==> src/rtl/resource_pool_arbiter_pkg.sv <==
// Shared types and helpers for the resource pool arbiter.
//   pool_unit_state_t : per-unit architectural state (busy flag + owning SIC index)
//   id_older()        : wrap-aware issue-id age compare, usable for any id width up to 32
//   RPL_* localparams : bit layout of one SIC's request word on rpl_in
package resource_pool_arbiter_pkg;

    // Owner field is sized for the largest supported requester count; the top
    // only ever loads indices below NUM_REQ into it.
    localparam int POOL_OWNER_W = 8;

    typedef struct packed {
        logic                    busy;
        logic [POOL_OWNER_W-1:0] owner;
    } pool_unit_state_t;

    // Request word layout, LSB first: release_lock, req_issue_id[ID_WIDTH], req.
    localparam int RPL_REL_BIT = 0;
    localparam int RPL_ID_LSB  = 1;

    // a is older than b when (a - b) mod 2**width has its MSB set. Doing the
    // subtraction in 32 bits and looking at bit width-1 gives the same bit.
    function automatic logic id_older(input logic [31:0] a,
                                      input logic [31:0] b,
                                      input int unsigned width);
        return 1'((a - b) >> (width - 1));
    endfunction

endpackage

==> src/rtl/resource_pool_arbiter_age_priority_select.sv <==
// Combinational oldest-first selector.
//   cand : candidate mask (req and not already granted)
//   ids  : issue id per requester
//   pick : pick[k] is one-hot on the k-th oldest candidate, zero if fewer than k+1 candidates
// Each candidate's rank is the number of candidates strictly older than it;
// equal ids rank the lower requester index as older, so ranks are unique.
module resource_pool_arbiter_age_priority_select
    import resource_pool_arbiter_pkg::*;
#(
    parameter int NUM_REQ   = 4,
    parameter int NUM_UNITS = 1,
    parameter int ID_WIDTH  = 4
) (
    input  logic [NUM_REQ-1:0]                   cand,
    input  logic [NUM_REQ-1:0][ID_WIDTH-1:0]     ids,
    output logic [NUM_UNITS-1:0][NUM_REQ-1:0]    pick
);

    localparam int RKW = $clog2(NUM_REQ + 1);

    logic [RKW-1:0] rank [NUM_REQ];

    always_comb begin
        for (int i = 0; i < NUM_REQ; i++) begin
            rank[i] = '0;
            for (int j = 0; j < NUM_REQ; j++) begin
                if (j != i && cand[j]) begin
                    if (id_older(32'(ids[j]), 32'(ids[i]), ID_WIDTH) ||
                        (ids[j] == ids[i] && j < i)) begin
                        rank[i] = rank[i] + RKW'(1);
                    end
                end
            end
        end
    end

    always_comb begin
        pick = '0;
        for (int k = 0; k < NUM_UNITS; k++) begin
            for (int i = 0; i < NUM_REQ; i++) begin
                pick[k][i] = cand[i] && (rank[i] == RKW'(k));
            end
        end
    end

endmodule

==> src/rtl/resource_pool_arbiter.sv <==
// Lock arbiter for one pool of identical shared units contended by NUM_REQ SICs.
// A unit is handed to the oldest waiting SIC (wrap-aware issue id) and held until
// the owner pulses release_lock; a unit being released is re-grantable in the same cycle.
// Ports:
//   clk, rst    : clock; asynchronous active-high reset (frees every unit)
//   rpl_in[i]   : {req, req_issue_id[ID_WIDTH-1:0], release_lock} from SIC i
//   grant[i]    : SIC i owns a unit (registered)
//   grant_unit  : unit index owned by SIC i, zero while grant[i] is low
//   unit_busy   : unit u has an owner
//   unit_owner  : owning SIC of unit u, zero while free; selects the datapath mux
module resource_pool_arbiter
    import resource_pool_arbiter_pkg::*;
#(
    parameter  int NUM_REQ   = 4,
    parameter  int NUM_UNITS = 1,
    parameter  int ID_WIDTH  = 4,
    localparam int UW = (NUM_UNITS > 1) ? $clog2(NUM_UNITS) : 1,
    localparam int RW = (NUM_REQ > 1) ? $clog2(NUM_REQ) : 1
) (
    input  logic                               clk,
    input  logic                               rst,
    input  logic [NUM_REQ-1:0][ID_WIDTH+1:0]   rpl_in,
    output logic [NUM_REQ-1:0]                 grant,
    output logic [NUM_REQ-1:0][UW-1:0]         grant_unit,
    output logic [NUM_UNITS-1:0]               unit_busy,
    output logic [NUM_UNITS-1:0][RW-1:0]       unit_owner
);

    logic [NUM_REQ-1:0]                req;
    logic [NUM_REQ-1:0]                rel;
    logic [NUM_REQ-1:0][ID_WIDTH-1:0]  ids;
    logic [NUM_REQ-1:0]                cand;
    logic [NUM_UNITS-1:0][NUM_REQ-1:0] pick;
    logic [NUM_UNITS-1:0]              releasing;
    logic [UW-1:0]                     slot;
    logic [NUM_REQ-1:0]                grant_d;
    logic [NUM_REQ-1:0][UW-1:0]        grant_unit_d;

    pool_unit_state_t units_q [NUM_UNITS];
    pool_unit_state_t units_d [NUM_UNITS];

    always_comb begin
        for (int i = 0; i < NUM_REQ; i++) begin
            req[i] = rpl_in[i][ID_WIDTH+1];
            ids[i] = rpl_in[i][RPL_ID_LSB +: ID_WIDTH];
            rel[i] = rpl_in[i][RPL_REL_BIT];
        end
    end

    // A current owner never re-enters arbitration, whatever its req does.
    assign cand = req & ~grant;

    resource_pool_arbiter_age_priority_select #(
        .NUM_REQ   (NUM_REQ),
        .NUM_UNITS (NUM_UNITS),
        .ID_WIDTH  (ID_WIDTH)
    ) u_select (
        .cand (cand),
        .ids  (ids),
        .pick (pick)
    );

    // Only the current owner's release frees a unit; stray releases fall through.
    always_comb begin
        for (int u = 0; u < NUM_UNITS; u++) begin
            releasing[u] = 1'b0;
            for (int i = 0; i < NUM_REQ; i++) begin
                if (units_q[u].busy && units_q[u].owner == POOL_OWNER_W'(i) && rel[i]) begin
                    releasing[u] = 1'b1;
                end
            end
        end
    end

    // Free view includes units releasing this cycle, so a waiting SIC takes
    // over with no dead cycle. The k-th free unit (ascending) goes to the k-th
    // oldest candidate.
    always_comb begin
        slot = '0;
        for (int u = 0; u < NUM_UNITS; u++) begin
            units_d[u] = units_q[u];
            if (!units_q[u].busy || releasing[u]) begin
                units_d[u] = '0;
                for (int i = 0; i < NUM_REQ; i++) begin
                    if (pick[slot][i]) begin
                        units_d[u].busy  = 1'b1;
                        units_d[u].owner = POOL_OWNER_W'(i);
                    end
                end
                slot = slot + UW'(1);
            end
        end
    end

    // Grant outputs are registered copies of the owner decode of the next state.
    always_comb begin
        grant_d      = '0;
        grant_unit_d = '0;
        for (int u = 0; u < NUM_UNITS; u++) begin
            for (int i = 0; i < NUM_REQ; i++) begin
                if (units_d[u].busy && units_d[u].owner == POOL_OWNER_W'(i)) begin
                    grant_d[i]      = 1'b1;
                    grant_unit_d[i] = UW'(u);
                end
            end
        end
    end

    always_ff @(posedge clk or posedge rst) begin
        if (rst) begin
            for (int u = 0; u < NUM_UNITS; u++) begin
                units_q[u] <= '0;
            end
            grant      <= '0;
            grant_unit <= '0;
        end else begin
            for (int u = 0; u < NUM_UNITS; u++) begin
                units_q[u] <= units_d[u];
            end
            grant      <= grant_d;
            grant_unit <= grant_unit_d;
        end
    end

    always_comb begin
        for (int u = 0; u < NUM_UNITS; u++) begin
            unit_busy[u]  = units_q[u].busy;
            unit_owner[u] = units_q[u].owner[RW-1:0];
        end
    end

    // Simulation-only consistency checks on the registered state.
    always @(posedge clk) begin
        if (!rst) begin
            assert ($countones(grant) == $countones(unit_busy));
            for (int i = 0; i < NUM_REQ; i++) begin
                if (grant[i]) begin
                    assert (unit_busy[grant_unit[i]] && unit_owner[grant_unit[i]] == RW'(i));
                end
            end
            for (int u = 0; u < NUM_UNITS; u++) begin
                for (int v = u + 1; v < NUM_UNITS; v++) begin
                    if (unit_busy[u] && unit_busy[v]) begin
                        assert (unit_owner[u] != unit_owner[v]);
                    end
                end
            end
        end
    end

endmodule

==> config.mk <==
export PLATFORM = sky130hd
export DESIGN_NAME = resource_pool_arbiter
export DESIGN_NICKNAME = d
export VERILOG_FILES = /design/src/rtl/resource_pool_arbiter_pkg.sv /design/src/rtl/resource_pool_arbiter_age_priority_select.sv /design/src/rtl/resource_pool_arbiter.sv
export SDC_FILE = /design/constraint.sdc
export NUM_CORES = 1
export LEC_CHECK = 0
export ABC_AREA = 1
export ABC_CLOCK_PERIOD_IN_PS = 3200
export CAP_MARGIN = 5
export CORE_MARGIN = 5
export CORE_UTILIZATION = 50
export CTS_CLUSTER_SIZE = 8
export DETAILED_ROUTE_END_ITERATION = 8
export DONT_BUFFER_PORTS = 1
export GPL_ROUTABILITY_DRIVEN = 0
export HOLD_SLACK_MARGIN = 0.12
export PLACE_DENSITY = 0.67
export REMOVE_ABC_BUFFERS = 1
export SYNTH_ARGS = -nofsm -noshare
export SYNTH_HDL_FRONTEND = slang
export SYNTH_SLANG_ARGS = --single-unit
==> constraint.sdc <==
create_clock -name clk -period 3.2 [get_ports clk]
set_input_delay 0.64 -clock clk [delete_from_list [all_inputs] [get_ports clk]]
set_output_delay 0.64 -clock clk [all_outputs]
set_load 0.1 [all_outputs]
==> Word-level counts from Yosys, hierarchy flattened <==
Cells that the tools add are included.
{ "word_totals": {"regBits": 13, "in_bits": 26, "output_inout_bits": 11, "word_cells": 104} }
{ "classes": {"add_sub_neg": 20, "eq_ne": 12, "mux": 37, "bitwise_logic": 2, "n_reduce_logical": 30} }
{ "op_table": {"columns": ["operator", "count"], "rows": [
  ["$mux 3", 16],
  ["$sub 4x4->4", 12],
  ["$mux 9", 5],
  ["$eq 8x2->1 const B", 4],
  ["$add 3x1->3 const B", 8],
  ["$eq 4x4->1", 6],
  ["$eq 8x1->1 const B", 2],
  ["$logic_and 1x1->1", 16],
  ["$logic_not 8->1", 2],
  ["$mux 1", 16],
  ["$logic_not 3->1", 4],
  ["$logic_or 1x1->1", 7],
  ["$and 4x4->4", 1],
  ["$not 4->4", 1],
  ["$logic_not 1->1", 1]
]} }

==> Longest topological paths before layout <==
Gate-level depths: netlist (run 1).
{ "logic_depth": {"depth_word": 19, "mapped_depth": 22, "ltp_nobuf": 22} }

==> By module <==
Synthesis (run 1) repeated with hierarchy kept, for this count alone.
{ "unflattened": {"cells_unflattened": 335, "hier_area_um2": 2173.3} }
{ "by_module_without_submodules": {"columns": ["mod", "n_inst", "cells_per_inst", "area_per_inst_um2", "seq_area_each_um2"], "rows": [
  ["resource_pool_arbiter_age_priority_select", 1, 247, 1460.2, 0.0],
  ["resource_pool_arbiter", 1, 88, 713.2, 325.3]
]} }

==> Worst setup path before layout (run 1) <==
No wires, ideal clock.
{ "synth_timing": {"path_kind": "in2reg", "from": "input rpl_in[3] in the netlist's numbering", "to": "register grant[1]", "setup_ps": 71, "t_arrival_ps": 3057, "required_ps": 3129, "setup_slack_ps": 72, "path_stages": 20, "path_buffers": 0, "cell_sequence": "inv_1 ha_1 a21oi_1 nand2_1 nand3_1 nand3_1 inv_1 ha_1 or2_2 a21boi_0 ha_1 inv_1 nand4_1 nand3_1 nand2_1 nor2_2 nand2_1 nand2_1 nor2_1 nor2_1"} }
{ "synth_between": {"elab_chain_cells": 19, "word_cells_on_any_way": 60, "cone_classes": "add/sub (14); eq/ne (4); mux (30); reduce/logical (12)"} }
{ "synth_lines": {"columns": ["element", "line_no", "source"], "rows": [
  ["from (decl)", "resource_pool_arbiter.sv:22", "input logic [NUM_REQ-1:0][ID_WIDTH+1:0] rpl_in,"],
  ["$sub 4x4->4 / $eq 4x4->1 (equally long branches)", "resource_pool_arbiter_pkg.sv:25, resource_pool_arbiter_age_priority_select.sv:29", null],
  ["$logic_or 1x1->1", "resource_pool_arbiter_age_priority_select.sv:28", "if (id_older(32'(ids[j]), 32'(ids[i]), ID_WIDTH) ||"],
  ["$mux 1", "resource_pool_arbiter_age_priority_select.sv:28", null],
  ["$mux 1", "resource_pool_arbiter_age_priority_select.sv:27", "if (j != i && cand[j]) begin"],
  ["$add 3x1->3", "resource_pool_arbiter_age_priority_select.sv:30", "rank[i] = rank[i] + RKW'(1);"],
  ["$mux 3", "resource_pool_arbiter_age_priority_select.sv:28", null],
  ["$mux 3", "resource_pool_arbiter_age_priority_select.sv:27", null],
  ["$add 3x1->3", "resource_pool_arbiter_age_priority_select.sv:30", null],
  ["(+3 left out)", null, null],
  ["$logic_and 1x1->1", "resource_pool_arbiter_age_priority_select.sv:41", "pick[k][i] = cand[i] && (rank[i] == RKW'(k));"],
  ["$mux 9 (2 in series)", "resource_pool_arbiter.sv:85", "if (pick[slot][i]) begin"],
  ["$mux 9 (*)", "resource_pool_arbiter.sv:85", null],
  ["$mux 9 (*)", "resource_pool_arbiter.sv:82", "if (!units_q[u].busy || releasing[u]) begin"],
  ["$eq 8x1->1", "resource_pool_arbiter.sv:101", "if (units_d[u].busy && units_d[u].owner == POOL_OWNER_W'(i)) begin"],
  ["$logic_and 1x1->1 (*)", "resource_pool_arbiter.sv:101", null],
  ["$mux 1 (*)", "resource_pool_arbiter.sv:101", null],
  ["net grant_d[1]", "resource_pool_arbiter.sv:36", "logic [NUM_REQ-1:0] grant_d;"],
  ["to (signal assigned)", "resource_pool_arbiter.sv:120", "grant <= grant_d;"],
  ["to (decl)", "resource_pool_arbiter.sv:23", "output logic [NUM_REQ-1:0] grant,"]
]} }
Mark *: on every way through the listed nets, which the timed path passes. The rest lies on a longest branch.

==> metrics.yaml, run 1 <==
status: "finished, final reports clean"
post-place-cells: 361
reg2reg_to: "grant[3]"
synth_xor_area_share_pct: 2.99
r2r_setup_slack_ns: 0.71
nets: 386
synth_cell_types: 29
rows: 23
ios: 37
period_share_pct: 92.2
first_global_vias: 1687
cts_max_path_buffers: 2
drive_gt1_share_pct: 14.9
reg2reg_from: "grant[0]"
dp_hpwl_mm: 3.92
cts_tree: "yes"
hold_path_class: "primary input to async pin"
layout_common_cells: "nand2_1 (59), inv_1 (57), ha_1 (42)"
synth_top_family_by_area: "simple AND/OR/NAND/NOR gates"
drv_cap: 0
die_area_mm2: 0.00539
core_area_mm2: 0.00394
drcViolationCount: 0
clkLatencyLatePin_ns: 0.24
htree_levels: 1
fin_crit_ns: 2.95
drv_slew: 0
p_total_w: 0.00129
initial_core_util_pct: 51.0
critPathMaxFanout: 4
finalSetupViolCount: 0
gr-total-overflow: 0
muxShareOfSynthArea_pct: 0.498
synthArstFlopShare_pct: 100
critPathArrivalTime_ns: 3.12
synth_compound_area_share_pct: 5.91
cp-end-kind: "flop"
synth-simple-area-share_pct: 33.5
cts_inserted_buffers: 3
cts_sinks: 13
ant_nets: 0
instances_no_fill: 365
portBuffers: 0
worst-setup-path-type: "primary input to flop"
timing_hold_violations_final: 0
yosysSeqAreaShare_pct: 16.2
antenna_found_initial: 0
worst_ir_drop_vdd_mv: 0.266
grt_pass1_wl_mm: 7.52
synth_area_per_cell_um2: 6.77
synthFlopType: "dfrtp_1"
syn_area_mm2: 0.00201
grt_max_degree: 14
die_height_um: 73.4
yosys.area.top_type_share_pct: 27.4
yosysWarningCount: 0
max_freq_ghz: 0.339
synth_edf_count: 0
power.leakage_nw: 1.34
fin_setup_tns_ns: 0
die_w_um: 73.4
syn_to_final_growth_pct: 13.2
cp.required_ns: 3.37
grt_usage_pct: 17.7
finClkSkew_ns: 0.00116
viasPerCell: 4.96
netlist_instances: 297
root_buffer: "clkbuf_8"
synth_seq_cells: 13
reg2regPathDepth: 18
synth_fa_ha_area_share_pct: 27.4
mostFrequentLayoutCell: "nand2_1"
n_antenna_cell: 0
fillers: 376
start_kind: "primary input"
wl_per_cell_um: 12.2
vias: 1811
clk_pin_slew_worst_paths_ns: 0.05
drt_wl_total_mm: 4.46
powerDensity_mw_per_mm2: 567
dr.first_iter.drc_count: 106
drtPass1Iterations: 5
synth_top_cell_by_area: "ha_1"
synth_area_leaders: "ha_1 (27%), dfrtp_1 (16%), nand2_1 (11%)"
==> power by group <==
part,total [W],switching [W],internal (W)
clock network,0.000141,0.0000533,0.0000876
registers,0.000225,0.0000218,0.000203
logic,0.000923,0.000654,0.000269
==> worst max path at each step <==
stage / startpoint / endpoint / cells after the start
3_3_place_gp: rpl_in[3] / grant[3] / 20
2_1_floorplan: rpl_in[3] / grant[3] / 20
3_5_place_dp: rpl_in[9] / grant[1] / 18
6_report: rpl_in[3] / grant[3] / 22
5_1_grt: rpl_in[3] / grant[3] / 20
4_1_cts: rpl_in[9] / grant[1] / 18
==> metal layers <==
metal / part of all wire (%) / wire, um / vias to the layer above / track usage, %
met1: 48 / 2120 / 799 / 24.9
met4: 0.34 / 15 / 0 / 1.81
li1: - / - / 967 / -
met3: 5.6 / 249 / 2 / 3.15
met5: 0 / 0 / - / 0
met2: 46 / 2070 / 43 / 29.5
==> cells in the mapped netlist (2+ instances only) <==
cell type / number
nor2_4: 2
nand3b_1: 5
nand2_2: 3
a21oi_1: 11
nand3_1: 35
ha_1: 44
nand2_1: 61
nor2_1: 27
dfrtp_1: 13
a31oi_1: 2
nand4_1: 7
buf_4: 6
o21ai_0: 4
xor2_1: 3
or2_2: 3
inv_1: 57
xnor2_1: 2
==> area by class of cell <==
type / instances / area (um^2) / area share (%)
clock buffer: 4 / 45.0 / 1.98
inverter: 58 / 218 / 9.57
multi-input combinational: 222 / 1490 / 65.5
sequential: 13 / 325 / 14.3
tap: 50 / 62.6 / 2.75
timing repair buffer: 18 / 135 / 5.94
==> critical path: stages <==
cell	delay, ns
inv_1	0.07
ha_1	0.34
buf_4	0.15
nand2_1	0.06
nor2_1	0.04
nor2_1	0.09
nand2_1	0.07
nand3_1	0.09
inv_1	0.05
ha_1	0.30
nand2_1	0.09
nand2_1	0.06
ha_1	0.29
inv_1	0.05
nand3_1	0.06
nand3_1	0.08
nand3_1	0.12
nand3_2	0.14
nand2_1	0.08
inv_2	0.07
o21ai_2	0.06
nor2_1	0.11
==> per-stage QoR <==
stage | utilization [%] | setup WS [ns] | hold slack (ns) | instance area [um^2]
3_3_place_gp | 55.0 | -0.0206 | 0.472 | 2170
5_1_grt | 57.7 | -0.0183 | 0.349 | 2280
4_1_cts | 56.2 | 0.134 | 0.318 | 2210
3_5_place_dp | 55.0 | -0.109 | 0.483 | 2170
2_1_floorplan | - | 0.0657 | 0.460 | 1970
6_report | 57.7 | 0.250 | 0.304 | 2280
==> cell families (layout without fill, tap and decap cells) <==
logic type | after synthesis | in the layout
muxes | 1 | 1
buffers and inverters | 65 | 80
DFF | 13 | 13
and+or+nand+nor | 146 | 146
xor gates and xnor gates | 6 | 6
adders and majority gates | 44 | 44
other | 1 | 4
AOI/OAI and AO/OA | 21 | 21
==> sequential cells by signal, summed over array words and instances, names as in the netlist <==
| name | cells |
|---|---|
| unit_busy | 1 |
| unit_owner | 2 |
| grant | 4 |
| units_q | 6 |
==> timing repair <==
item	in CTS	in global routing
buffers inserted	0	0
setup endpoints to repair	0	5
hold buffers	0	0
gates resized for setup	0	14
Note: power is estimated with default switching activity, not from simulation.
==> run 2: changes to the inputs <==
CORE_MARGIN = unset   (was 5)
GPL_ROUTABILITY_DRIVEN = 1   (was 0)
==> metrics.yaml, run 2 (same netlist as run 1, synthesis figures left out) <==
ant_nets: 0
largest_register: "units_q"
vias: 1778
mostFrequentLayoutCell: "nand2_1"
viasPerCell: 4.97
preCtsSetupSlack_ns: -0.0758
drv_slew: 0
gr-total-overflow: 0
worst_ir_drop_vdd_mv: 0.290
cp_slowest_cell: "ha_1"
finClkSkew_ns: 0.00180
critPathArrivalTime_ns: 3.13
cp_num_buf_inv: 3
fin_crit_ns: 2.96
drt_wl_total_mm: 4.36
clk_pin_slew_worst_paths_ns: 0.05
r2r_setup_slack_ns: 0.59
rows: 22
use_met1_pct: 30.3
finalSetupViolCount: 0
reg2reg_to: "grant[1]"
dp_hpwl_mm: 3.74
cp.required_ns: 3.37
grt_usage_pct: 22.8
crit_top_cell: "nand3_1"
p_total_w: 0.00130
tightest_slew_ns: 0.511
initial_core_util_pct: 53.3
gr-usage-met3_pct: 2.78
max_freq_ghz: 0.338
reg2regPathDepth: 16
root_buffer: "clkbuf_8"
hold_slack_ns: 0.315
cts_hold_buf: 0
nets: 381
portBuffers: 0
drive_gt1_share_pct: 13.9
drtPass1Iterations: 4
crit_family: "simple AND/OR/NAND/NOR gates"
slew_headroom_pct: 65.9
cts_sinks: 13
cts_inserted_buffers: 3
max_stage_delay_ns: 0.30
htree_levels: 1
powerDensity_mw_per_mm2: 579
grt.met2_usage_pct: 39.3
timing.critical_path.cells: "inv_1 -> ha_1 -> nand2_1 -> nor2_1 -> nor2_1 -> nand2_1 -> nand3_1 -> inv_1 -> ha_1 -> nand2_1 -> nand2_1 -> ha_1 -> inv_1 -> nand3_1 -> nand3_1 -> nand3_1 -> nand3_1 -> a21oi_1 -> nand2_2 -> nor2_1"
rsz0062_at_grt: "yes"
top_usage_layer: "met2"
cts_resized: 0
critPathMaxFanout: 4
cts_setup_buffers: 0
n_antenna_cell: 0
grt_pass1_wl_mm: 7.49
wl_per_cell_um: 12.2
multi_input_area_mm2: 0.00150
setup_ws_ns: 0.245
drv_cap: 0
die_area_mm2: 0.00428
hold_path_class: "primary input to async pin"
utilization_pct: 59.7
grt_max_degree: 14
fillers: 352
layout_common_cells: "nand2_1 (58), inv_1 (56), ha_1 (40)"
drcViolationCount: 0
die_w_um: 65.4
power.leakage_nw: 1.31
cts_tree: "yes"
clkLatencyLatePin_ns: 0.24
core_area_mm2: 0.00377
timing_hold_violations_final: 0
start_kind: "primary input"
dr.first_iter.drc_count: 52
post-place-cells: 354
instances_no_fill: 358
largest_reg_flops: 6
first_global_vias: 1743
final-seq-area_um2: 325
status: "finished, final reports clean"
syn_to_final_growth_pct: 12.0
die_height_um: 65.4
cp-end-kind: "flop"
gp_congestion: 0.876
cts_max_path_buffers: 2
worst-setup-path-type: "primary input to flop"
ios: 37
reg2reg_from: "grant[0]"
antenna_found_initial: 0
period_share_pct: 92.4
==> run 2: changes by cell type in the layout (fill, tap and decap cells not counted), sizes merged <==
cell,before,now
buf,18,13
clkinvlp,0,1
inv,58,57
==> run 2: metal layers <==
metal | up-vias | wire [um]
met1 | 797 | 2170
met3 | 2 | 61
met4 | 0 | 25
li1 | 962 | -
met2 | 17 | 2100
met5 | - | 0
==> run 2: power by group <==
part           internal (W)  switching (W)
clock network     0.0000880      0.0000585
registers          0.000203      0.0000208
logic              0.000272       0.000662
==> run 2: worst max path at each step <==
stage          startpoint       end  depth (start not counted)
6_report        rpl_in[2]  grant[1]                         20
5_1_grt         rpl_in[3]  grant[3]                         20
4_1_cts         rpl_in[3]  grant[3]                         20
2_1_floorplan   rpl_in[3]  grant[3]                         20
3_3_place_gp    rpl_in[9]  grant[3]                         18
3_5_place_dp    rpl_in[3]  grant[1]                         20
==> run 2: layout make-up <==
class	count	area share [%]
Multi-Input combinational cell	222	66.7
Tap cell	48	2.67
Clock buffer	4	2.00
Inverter	58	9.83
Sequential cell	13	14.4
Timing Repair Buffer	13	4.33
==> run 2: through the flow <==
| stage | TNS [ns] | cell area, um^2 |
|---|---|---|
| after global routing | -0.00741 | 2250 |
| final | 0 | 2250 |
| after CTS | 0 | 2170 |
| after floorplan | 0 | 1970 |
| after detailed placement | -0.277 | 2130 |
| after global placement | -0.0838 | 2130 |
==> variant, RTL diff (config.mk and constraints of run 2) <==
The package constant `POOL_OWNER_W` goes from 8 to 12.
--- a/src/rtl/resource_pool_arbiter_pkg.sv
+++ b/src/rtl/resource_pool_arbiter_pkg.sv
@@ -7,5 +7,5 @@
     // Owner field is sized for the largest supported requester count; the top
     // only ever loads indices below NUM_REQ into it.
-    localparam int POOL_OWNER_W = 8;
+    localparam int POOL_OWNER_W = 12;
 
     typedef struct packed {
Behaviour: no difference found for any inputs over 10 cycles, from zero or initial values and one cycle with rst high; that may be too few to reach the edited logic, so the function may still have changed.
==> variant against run 2 <==
Area after synthesis grew 7.0%. Setup slack lost 44 ps. Maximum frequency shrank 1.5%. Final area grew 7.3%. Sequential cell count grew 4. Clock skew grew 2.2 ps. Routed wire length grew 0.48%. Power grew 7.0%. Largest power group unchanged.
==> variant: results (changes against run 2) <==
Nets=404 (+6.0%); met1 GRT Util=0.291 (-0.0120); status=complete, no violations; area post-placement=2330 um^2 (+9.3%); Setup crit start=rpl_in[9]; Worst Skew=4.05 ps (+2.25 ps); placement-stage worst setup slack=-115 ps (-38.9 ps); Routed Wire Length=4.38 mm (+0.48%); syn avg cell area=6.88 um^2 (+1.6%); Initial DRC Count=51 (-1.9%); Detail Route met3 WL=203 um (+230%); GRT Total Usage=0.215 (-0.0125); Reg2Reg Setup Slack=640 ps (+50 ps); largest net degree at the start of global routing=18 (+4); WL met2=2.05 mm (-2.2%); Least-Margin Pin Slew=629 ps (+118 ps); Reg-to-Reg End=grant[0]; Inst Count DP=379 (+7.1%); layout cells sized above 1=0.147 (+0.00844); Leakage Power=1.44 nW (+9.5%); DR vias/cell=4.84 (-2.5%); Largest register FFs=10 (+4); number of global-route vias before repair=1755 (+0.69%); Sw Share=0.552 (-0.0162); top sig layer=met3; top cells by count, synth=63 x inv_1, 62 x nand2_1, 44 x ha_1; first-pass GRT wire length=7.47 mm (-0.28%); top post-synthesis cells by area=ha_1 26%, dfrtp_1 20%, inv_1 11%; GRT met3 Usage=0.0422 (+0.0145); filler cell count=381 (+8.2%); Metal-1 WL=2.13 mm (-2.3%); CP peak stage delay=320 ps (+20 ps)
==> variant: power by group through the flow <==
stage	clock network, mW	registers, mW	logic [mW]
after detailed placement	0	0.280	0.941
after global placement	0	0.277	0.933
after floorplan	0	0.543	0.463
after global routing	0.169	0.281	1.08
after CTS	0.162	0.276	0.943
final	0.154	0.275	0.967
==> variant: cell type report <==
type                       instances  area [um^2]  area share
clock inverter                     1         5.00     0.00207
multi-input combinational        226         1490       0.614
clock buffer                       3         41.3      0.0171
inverter                          66          248       0.102
timing repair buffer              20          150      0.0621
tap                               50         62.6      0.0259
sequential                        17          425       0.176
==> variant: logic make-up (layout without fill, tap and decap cells) <==
family	Yosys count	count (layout)	share of synthesized area
flip-flops	17	17	0.198
other	1	4	0.00174
AND/OR/NAND/NOR	141	141	0.294
AO/OA/AOI/OAI	30	30	0.0808
XOR/XNOR	7	7	0.0320
buffers and inverters	73	90	0.138
adder cells (fa/ha/maj)	44	44	0.256
